<file path="src/rtl/ex_div_pkg.sv">
// Shared types for the EX-stage divider: register width, divider FSM
// states, iteration count and the packed {hi, lo} result layout.
package project_types;

  typedef logic [31:0] reg_data_t;

  typedef enum logic [1:0] {
    DIV_FREE    = 2'd0,
    DIV_BY_ZERO = 2'd1,
    DIV_ON      = 2'd2,
    DIV_END     = 2'd3
  } div_state_t;

  localparam int DIV_CYCLES = 32;

  typedef struct packed {
    reg_data_t hi;  // remainder
    reg_data_t lo;  // quotient
  } div_result_t;

  // Magnitude of a two's complement operand; unsigned operands pass through.
  // The most negative value maps onto itself, which reads correctly as an
  // unsigned magnitude of 2^31.
  function automatic reg_data_t abs_val(input reg_data_t v, input logic is_signed);
    return (is_signed && v[31]) ? reg_data_t'(-v) : v;
  endfunction

endpackage

</file>
<file path="src/rtl/ex_div_if.sv">
// Bundle between the EX stage and the divider. master = EX side issuing
// the instruction, slave = the divider itself.
interface ex_div_if;
  import project_types::*;

  logic        start_i;
  logic        signed_i;
  reg_data_t   dividend_i;
  reg_data_t   divisor_i;
  logic        annul_i;
  div_result_t result_o;
  logic        ready_o;
  logic        stallreq_o;

  modport master (
    output start_i, signed_i, dividend_i, divisor_i, annul_i,
    input  result_o, ready_o, stallreq_o
  );

  modport slave (
    input  start_i, signed_i, dividend_i, divisor_i, annul_i,
    output result_o, ready_o, stallreq_o
  );

endinterface

</file>
<file path="src/rtl/ex_div_step.sv">
// One restoring-division iteration on the 65-bit {partial remainder,
// dividend} working register: shift left by one, trial-subtract the
// divisor from the upper part, keep or restore, and shift in the
// quotient bit.
module div_step
  import project_types::*;
(
  input  logic [64:0] work_i,
  input  reg_data_t   divisor_i,
  output logic [64:0] work_o
);

  logic        fits;
  logic [32:0] diff;

  // After the shift the upper part is work_i[64:31]; the trial fits when it
  // is at least the divisor, and then the difference is below the divisor,
  // so 33 bits hold it.
  always_comb begin
    fits = (work_i[64:31] >= {2'b00, divisor_i});
    diff = work_i[63:31] - {1'b0, divisor_i};
    if (fits) begin
      work_o = {diff, work_i[30:0], 1'b1};
    end else begin
      work_o = {work_i[63:0], 1'b0};
    end
  end

endmodule

</file>
<file path="src/rtl/ex_div.sv">
// Iterative 32-bit DIV/DIVU for the EX stage. Restoring divide, one
// quotient bit per cycle, with a stall request while busy and a
// registered {remainder, quotient} result held until EX advances.
// Optional build macro DIV_SHORTCUT_EN: a start whose dividend magnitude
// is below the divisor magnitude finishes in one cycle.
module ex_div
  import project_types::*;
(
  input  logic       clk,
  input  logic       rst,
  input  logic [5:0] stall,
  ex_div_if.slave    dif
);

  localparam logic [5:0] LAST_CNT = 6'(DIV_CYCLES - 1);

  div_state_t  state_q,   state_d;
  logic [5:0]  cnt_q,     cnt_d;
  logic [64:0] work_q,    work_d;
  reg_data_t   divisor_q, divisor_d;
  logic        signed_q,  signed_d;
  logic        neg_a_q,   neg_a_d;
  logic        neg_b_q,   neg_b_d;
  div_result_t result_q,  result_d;
  logic        ready_q,   ready_d;

  logic [64:0] step_work;
  reg_data_t   abs_a, abs_b;
  reg_data_t   quot_raw, rem_raw, quot_fix, rem_fix;
  logic        unused_stall;

  // Only the EX hold bit matters here; the rest of the vector is ignored.
  assign unused_stall = &{1'b0, stall[5:4], stall[2:0]};

  assign abs_a = abs_val(dif.dividend_i, dif.signed_i);
  assign abs_b = abs_val(dif.divisor_i,  dif.signed_i);

  div_step u_step (
    .work_i    (work_q),
    .divisor_i (divisor_q),
    .work_o    (step_work)
  );

  // Sign fix-up applied to the final iteration's output: quotient negated
  // when operand signs differ, remainder follows the dividend's sign.
  assign quot_raw = step_work[31:0];
  assign rem_raw  = step_work[63:32];
  assign quot_fix = (signed_q && (neg_a_q ^ neg_b_q)) ? reg_data_t'(-quot_raw) : quot_raw;
  assign rem_fix  = (signed_q && neg_a_q) ? reg_data_t'(-rem_raw) : rem_raw;

  assign dif.result_o   = result_q;
  assign dif.ready_o    = ready_q;
  assign dif.stallreq_o = dif.start_i & ~ready_q & ~dif.annul_i;

  // State and datapath registers.
  always_ff @(posedge clk or negedge rst) begin
    if (!rst) begin
      state_q   <= DIV_FREE;
      cnt_q     <= '0;
      work_q    <= '0;
      divisor_q <= '0;
      signed_q  <= 1'b0;
      neg_a_q   <= 1'b0;
      neg_b_q   <= 1'b0;
      result_q  <= '0;
      ready_q   <= 1'b0;
    end else begin
      state_q   <= state_d;
      cnt_q     <= cnt_d;
      work_q    <= work_d;
      divisor_q <= divisor_d;
      signed_q  <= signed_d;
      neg_a_q   <= neg_a_d;
      neg_b_q   <= neg_b_d;
      result_q  <= result_d;
      ready_q   <= ready_d;
    end
  end

  // Next-state and datapath updates; annul overrides everything.
  always_comb begin
    state_d   = state_q;
    cnt_d     = cnt_q;
    work_d    = work_q;
    divisor_d = divisor_q;
    signed_d  = signed_q;
    neg_a_d   = neg_a_q;
    neg_b_d   = neg_b_q;
    result_d  = result_q;
    ready_d   = ready_q;

    if (dif.annul_i) begin
      state_d  = DIV_FREE;
      cnt_d    = '0;
      result_d = '0;
      ready_d  = 1'b0;
    end else begin
      unique case (state_q)
        DIV_FREE: begin
          if (dif.start_i) begin
            if (dif.divisor_i == '0) begin
              state_d = DIV_BY_ZERO;
            end
`ifdef DIV_SHORTCUT_EN
            else if (abs_a < abs_b) begin
              // Quotient is zero and the remainder is the dividend as given.
              state_d  = DIV_END;
              result_d = div_result_t'({dif.dividend_i, 32'h0});
              ready_d  = 1'b1;
            end
`endif
            else begin
              state_d   = DIV_ON;
              work_d    = {33'h0, abs_a};
              divisor_d = abs_b;
              signed_d  = dif.signed_i;
              neg_a_d   = dif.dividend_i[31];
              neg_b_d   = dif.divisor_i[31];
              cnt_d     = '0;
            end
          end
        end
        DIV_BY_ZERO: begin
          state_d  = DIV_END;
          result_d = '0;
          ready_d  = 1'b1;
        end
        DIV_ON: begin
          work_d = step_work;
          cnt_d  = cnt_q + 6'd1;
          if (cnt_q == LAST_CNT) begin
            state_d  = DIV_END;
            result_d = '{hi: rem_fix, lo: quot_fix};
            ready_d  = 1'b1;
          end
        end
        DIV_END: begin
          // Hold the result until the instruction actually leaves EX.
          if (!stall[3]) begin
            state_d  = DIV_FREE;
            result_d = '0;
            ready_d  = 1'b0;
          end
        end
        default: state_d = DIV_FREE;
      endcase
    end
  end

endmodule
</file>
<file path="src/flat_wrapper.sv">
// flat-port wrapper written by rule: the top's interface ports become plain ports
module ex_div_flat import project_types::*;
  (clk, rst, stall, dif_start_i, dif_signed_i, dif_dividend_i, dif_divisor_i, dif_annul_i, dif_result_o, dif_ready_o, dif_stallreq_o);
  ex_div_if dif_i ();
  input  logic clk;
  input  logic rst;
  input  logic [5:0] stall;
  input wire logic [$bits(dif_i.start_i)-1:0] dif_start_i;
  input wire logic [$bits(dif_i.signed_i)-1:0] dif_signed_i;
  input wire logic [$bits(dif_i.dividend_i)-1:0] dif_dividend_i;
  input wire logic [$bits(dif_i.divisor_i)-1:0] dif_divisor_i;
  input wire logic [$bits(dif_i.annul_i)-1:0] dif_annul_i;
  output wire logic [$bits(dif_i.result_o)-1:0] dif_result_o;
  output wire logic [$bits(dif_i.ready_o)-1:0] dif_ready_o;
  output wire logic [$bits(dif_i.stallreq_o)-1:0] dif_stallreq_o;
  assign dif_i.start_i = dif_start_i;
  assign dif_i.signed_i = dif_signed_i;
  assign dif_i.dividend_i = dif_dividend_i;
  assign dif_i.divisor_i = dif_divisor_i;
  assign dif_i.annul_i = dif_annul_i;
  assign dif_result_o = dif_i.result_o;
  assign dif_ready_o = dif_i.ready_o;
  assign dif_stallreq_o = dif_i.stallreq_o;
  ex_div u_core (.clk(clk), .rst(rst), .stall(stall), .dif(dif_i));
endmodule
</file>
<file path="config.mk">
export PLATFORM = sky130hd
export DESIGN_NAME = ex_div_flat
export DESIGN_NICKNAME = d
export VERILOG_FILES = /design/src/rtl/ex_div_pkg.sv /design/src/rtl/ex_div_if.sv /design/src/rtl/ex_div_step.sv /design/src/rtl/ex_div.sv /design/src/flat_wrapper.sv
export SDC_FILE = /design/constraint.sdc
export NUM_CORES = 1
export LEC_CHECK = 0
export ABC_AREA = 1
export BUFFER_PORTS_ARGS = -buffer_cell sky130_fd_sc_hd__buf_2
export CORE_ASPECT_RATIO = 0.75
export CORE_MARGIN = 4
export CORE_UTILIZATION = 38
export DETAILED_ROUTE_END_ITERATION = 6
export GPL_TIMING_DRIVEN = 0
export HOLD_SLACK_MARGIN = 0.05
export PLACE_DENSITY = 0.58
export SLEW_MARGIN = 20
export SYNTH_ARGS = -nofsm -noshare
export SYNTH_HDL_FRONTEND = slang
export SYNTH_SLANG_ARGS = --single-unit
export TNS_END_PERCENT = 50
</file>
<file path="constraint.sdc">
create_clock -name clk -period 3.3 [get_ports clk]
set_input_delay 0.99 -clock clk [delete_from_list [all_inputs] [get_ports clk]]
set_output_delay 0.99 -clock clk [all_outputs]
set_load 0.005 [all_outputs]
</file>
==> flow_summary.rst <==
.. list-table::
   :header-rows: 1

   * - Metric
     - Value
   * - Synthesis-to-layout area growth
     - 29.5%
   * - Busiest layer in global routing
     - met1
   * - Register-to-register setup slack
     - -0.28 ns
   * - DRT antenna net count
     - 0
   * - Setup crit end kind
     - register
   * - Final-stage net count
     - 2343
   * - Most numerous cell on the critical path
     - sky130_fd_sc_hd__nand3_2
   * - Met3 usage in global routing
     - under 10%
   * - Part of the cycle the worst path needs
     - 109%
   * - Crit Reg-Reg Startpoint
     - u_core.divisor_q[0]
   * - Type of the worst setup path
     - register to register
   * - Setup slack of the critical path after layout
     - -0.284 ns
   * - Type of element launching the critical path
     - register
   * - Synthesized-area fraction occupied by xor and xnor cells
     - under 10%
   * - Global route total overflow
     - 0
   * - Die area
     - between 30000 and 40000 sq um
   * - Max Fclk
     - about 280 MHz
   * - Post-synthesis sequential element count
     - 173
   * - Worst Tran Pin Value
     - ~0.94 ns
   * - Met2 track demand over resource in global routing
     - 34.1%
   * - Overall routed net length
     - ~49 mm
   * - Violated checks
     - setup timing
   * - Post-detailed-route wirelength per cell
     - ~18 um
   * - Total routing usage reported by global routing
     - between 20 and 30%
   * - Worst slew slack as a fraction of its limit
     - between 30% and 40%
   * - Die height
     - 168 um
   * - Multiplexer share of the synthesized area
     - less than 1%
   * - Top-Level Pins
     - between 100 and 150
   * - Largest family of logic cells by synthesized area
     - simple AND/OR/NAND/NOR gates
   * - Maximum number of pins on one net before global-route repair
     - 84
   * - CTS Buffer Depth
     - 2
   * - Placed instance count
     - roughly 2600
   * - Number of buffers and inverters on the critical path
     - 2
   * - Initial Utilization
     - around two fifths
   * - Die width
     - 222 um
   * - Simple logic cell fraction of the synthesized area
     - between 30% and 40%
   * - Worst-path cell with the longest stage delay
     - sky130_fd_sc_hd__dfrtp_2
   * - Sequential fraction of the synthesis area
     - 33.2%
   * - Fraction of final layout cells with drive strength greater than 1
     - roughly a quarter
   * - Req. time, crit path
     - 3.65 ns
   * - Cell Area, Synth
     - 13000 sq um
   * - H-tree depth reported by CTS
     - 4
   * - Ranking of synthesized cells by area
     - sky130_fd_sc_hd__dfrtp_1, sky130_fd_sc_hd__nand2_1, sky130_fd_sc_hd__inv_1, sky130_fd_sc_hd__o21ai_0, sky130_fd_sc_hd__nor2_1
   * - Distinct cell type count of the synthesized netlist
     - 50
   * - Global-route wire length before repair
     - 73.3 mm
   * - Via count of the first global-routing pass
     - between 10000 and 15000
   * - Adder-Cell Fraction of Synth Area
     - between 4 and 5%
   * - Outcome
     - complete, but fails checks
   * - Length of the first detailed-routing pass in iterations
     - 5
   * - Category of cells accounting for the largest share of critical-path delay
     - simple AND/OR/NAND/NOR gates
   * - Number of setup violations in the final report
     - 19
   * - Share of async-settable or async-resettable flops after synthesis
     - between 90% and 100%
   * - Area share of the leading cell type in the synthesized netlist
     - around a third
   * - Syn_area_per_cell
     - ~6.6 sq um
   * - Final hold violation count
     - 0
   * - FP Rows
     - slightly below 60
   * - Critical path's largest stage delay
     - 0.47 ns
   * - Count of port buffers added during placement
     - roughly 140
   * - Number of antenna violations at the first check in global routing
     - 0
   * - Floorplan Core Area
     - between 30000 and 40000 sq um
   * - HPWL reported at the end of detailed placement
     - approximately 37 mm
   * - Max Fanout on Critical Path
     - 3
   * - Worst setup timing slack at the placement stage
     - -0.960 ns
   * - Post-synth EDFFs
     - 0
   * - Post-synthesis compound-gate area fraction
     - 13.4%
   * - Initial DRC Count
     - 1330
   * - Reg clk slew, reported paths
     - around 0.070 ns
   * - Number of clock buffers inserted by TritonCTS
     - 17
   * - Number of max-slew violations in the final report
     - 0
   * - Filler cell count
     - ~3400
   * - Cells after synthesis
     - 1976
   * - Met1 routing resource usage after global routing
     - between 30% and 40%
   * - Vias post-DR
     - approximately 14000
   * - Max Cap Viol
     - 0
   * - Final clock skew
     - about 0.013 ns
   * - Crit path arrival time
     - 3.94 ns
   * - Unrepaired setup endpoints after global routing
     - yes
   * - Worst Reg2Reg Path Length in Cells
     - 25
   * - Post-synthesis net count
     - 2093
   * - CTS sink count
     - ~170
   * - Dominant cell type by area after synthesis
     - sky130_fd_sc_hd__dfrtp_1
   * - TritonCTS clock tree
     - done
   * - Main synth FF type
     - sky130_fd_sc_hd__dfrtp_1
   * - Time the worst path needs with I/O delays and setup
     - 3.58 ns
   * - Via density per instance
     - around 5.2
   * - Root buffer cell
     - sky130_fd_sc_hd__clkbuf_16
   * - Crit Reg-Reg Endpoint
     - u_core.dif.result_o[30]
   * - RePlAce Congestion
     - between 0.9 and 1
   * - Yosys synthesis warning count
     - 0
   * - Worst hold path class
     - input pin to asynchronous set/reset pin
   * - Clock latency at the later pin of the worst-skew pair
     - 0.46 ns
   * - Drc violations
     - 0
   * - Final non-filler cell total
     - 2690
## layout make-up
class / instances / area, sq um / share of cell area [%]
antenna: 1 / 2.50 / 0.0148
buffer: 54 / 284 / 1.68
clock buffer: 20 / 467 / 2.76
clock inverter: 12 / 205 / 1.22
inverter: 274 / 1050 / 6.22
multi-input combinational: 1474 / 8470 / 50.2
sequential: 173 / 4350 / 25.8
tap: 450 / 563 / 3.34
timing repair buffer: 232 / 1490 / 8.82
## layer usage
metal  part of all wire [%]  up-vias
met5                      0        -
met4                    1.4        0
met3                    9.5       36
met2                     40      509
met1                     50     6706
li1                       -     6841
## flip-flops by register name, summed over array words and instances, names as in the netlist
signal,flops
u_core.dif.result_o,64
u_core.neg_a_q,1
u_core.signed_q,1
u_core.neg_b_q,1
u_core.state_q,2
u_core.cnt_q,6
u_core.work_q,65
u_core.divisor_q,32
u_core.dif.ready_o,1
## cell usage in the layout, fill, tap and decap left out, types with 20 or more instances in the layout
cell type	n
sky130_fd_sc_hd__nand2_1	554
sky130_fd_sc_hd__inv_1	229
sky130_fd_sc_hd__dfrtp_1	157
sky130_fd_sc_hd__o21ai_0	153
sky130_fd_sc_hd__nor2_1	149
sky130_fd_sc_hd__buf_2	136
sky130_fd_sc_hd__nand3_1	97
sky130_fd_sc_hd__buf_4	89
sky130_fd_sc_hd__nand2_2	65
sky130_fd_sc_hd__a21oi_1	58
sky130_fd_sc_hd__xor2_1	55
sky130_fd_sc_hd__inv_2	36
sky130_fd_sc_hd__ha_4	34
sky130_fd_sc_hd__o21ai_1	33
sky130_fd_sc_hd__clkbuf_1	31
sky130_fd_sc_hd__nand4_1	27
sky130_fd_sc_hd__nor3_1	27
sky130_fd_sc_hd__nor2_4	24
sky130_fd_sc_hd__xnor2_1	23
sky130_fd_sc_hd__o22ai_1	21
sky130_fd_sc_hd__o211ai_1	20
## cells in the mapped netlist (5+ instances only)
cell type                  count
sky130_fd_sc_hd__dfrtp_1     173
sky130_fd_sc_hd__xnor2_1      25
sky130_fd_sc_hd__nor2_2        6
sky130_fd_sc_hd__nand2_4       5
sky130_fd_sc_hd__a21oi_1      61
sky130_fd_sc_hd__nand4_1      27
sky130_fd_sc_hd__o21ai_0     168
sky130_fd_sc_hd__nand2_2      23
sky130_fd_sc_hd__or2_2         6
sky130_fd_sc_hd__o21ai_1      24
sky130_fd_sc_hd__xor2_1       56
sky130_fd_sc_hd__inv_2         6
sky130_fd_sc_hd__nand2_1     611
sky130_fd_sc_hd__nand3_1     111
sky130_fd_sc_hd__buf_6         5
sky130_fd_sc_hd__nor3_1       29
sky130_fd_sc_hd__o22ai_1      21
sky130_fd_sc_hd__nor4_1       13
sky130_fd_sc_hd__inv_1       263
sky130_fd_sc_hd__clkbuf_1     42
sky130_fd_sc_hd__ha_1         41
sky130_fd_sc_hd__clkinv_1      5
sky130_fd_sc_hd__o211ai_1     20
sky130_fd_sc_hd__nor2_1      181
## how the worst max path moves through the flow
stage	to	slack, ns	cells past startpoint	startpoint
after CTS	u_core.dif.result_o[30]	-0.18	26	u_core.work_q[31]
after floorplan	u_core.dif.result_o[30]	-0.04	27	u_core.work_q[31]
after detailed placement	u_core.dif.result_o[30]	-0.96	26	u_core.work_q[45]
after global placement	u_core.dif.result_o[25]	-1.68	1	rst
final	u_core.dif.result_o[30]	-0.28	25	u_core.divisor_q[0]
after global routing	u_core.dif.result_o[30]	-0.41	26	u_core.work_q[31]
## per-stage QoR
step | setup TNS, ns | cell area, sq um | utilization [%] | hold slack, ns
floorplan | -0.0446 | 13100 | - | 0.453
global placement | -341.63 | 14300 | 42.5 | 0.466
detailed placement | -56.89 | 14400 | 42.7 | 0.463
CTS | -0.650 | 16100 | 47.7 | 0.346
global route | -5.19 | 16900 | 50.1 | 0.350
finish | -2.15 | 16900 | 50.1 | 0.357
## cells by family (layout without fill, tap and decap cells)
kind of cell / after synthesis / in the layout
AO/OA/AOI/OAI: 317 / 317
AND/OR/NAND/NOR: 1032 / 1032
XOR/XNOR: 81 / 81
flip-flops: 173 / 173
adder cells (fa/ha/maj): 42 / 42
other: 0 / 1
multiplexers: 2 / 2
buffers and inverters: 329 / 592
## repair_timing
| item | in CTS | in global routing |
|---|---|---|
| buffers inserted | 47 | 50 |
| pin swaps | 29 | 51 |
| hold buffers | 0 | 0 |
| gates resized for setup | 151 | 147 |
| endpoints found under the setup margin | 113 | 81 |
## worst register-to-register path: stages, from the launching register on
cell and delay (ns):
sky130_fd_sc_hd__dfrtp_2 0.47, sky130_fd_sc_hd__ha_4 0.17, sky130_fd_sc_hd__inv_4 0.03, sky130_fd_sc_hd__fa_2 0.37, sky130_fd_sc_hd__nand3_2 0.11, sky130_fd_sc_hd__nand3_4 0.11, sky130_fd_sc_hd__nand2_4 0.10, sky130_fd_sc_hd__nand2_4 0.07
sky130_fd_sc_hd__nand2_8 0.09, sky130_fd_sc_hd__nand2_8 0.09, sky130_fd_sc_hd__inv_12 0.09, sky130_fd_sc_hd__ha_4 0.13, sky130_fd_sc_hd__nand4_1 0.12, sky130_fd_sc_hd__nand3b_1 0.27, sky130_fd_sc_hd__nor2_4 0.19, sky130_fd_sc_hd__nor2_4 0.06
sky130_fd_sc_hd__a21oi_4 0.18, sky130_fd_sc_hd__o21ai_2 0.11, sky130_fd_sc_hd__nor2_2 0.15, sky130_fd_sc_hd__nand3_2 0.09, sky130_fd_sc_hd__nand2_2 0.07, sky130_fd_sc_hd__nand2_2 0.07, sky130_fd_sc_hd__o21ai_1 0.13, sky130_fd_sc_hd__nand2_1 0.08
sky130_fd_sc_hd__nand3_2 0.08, sky130_fd_sc_hd__nand2_1 0.05
Power is not shown: default switching activity piles up to over one toggle a cycle in this logic, so the estimate is an artifact.
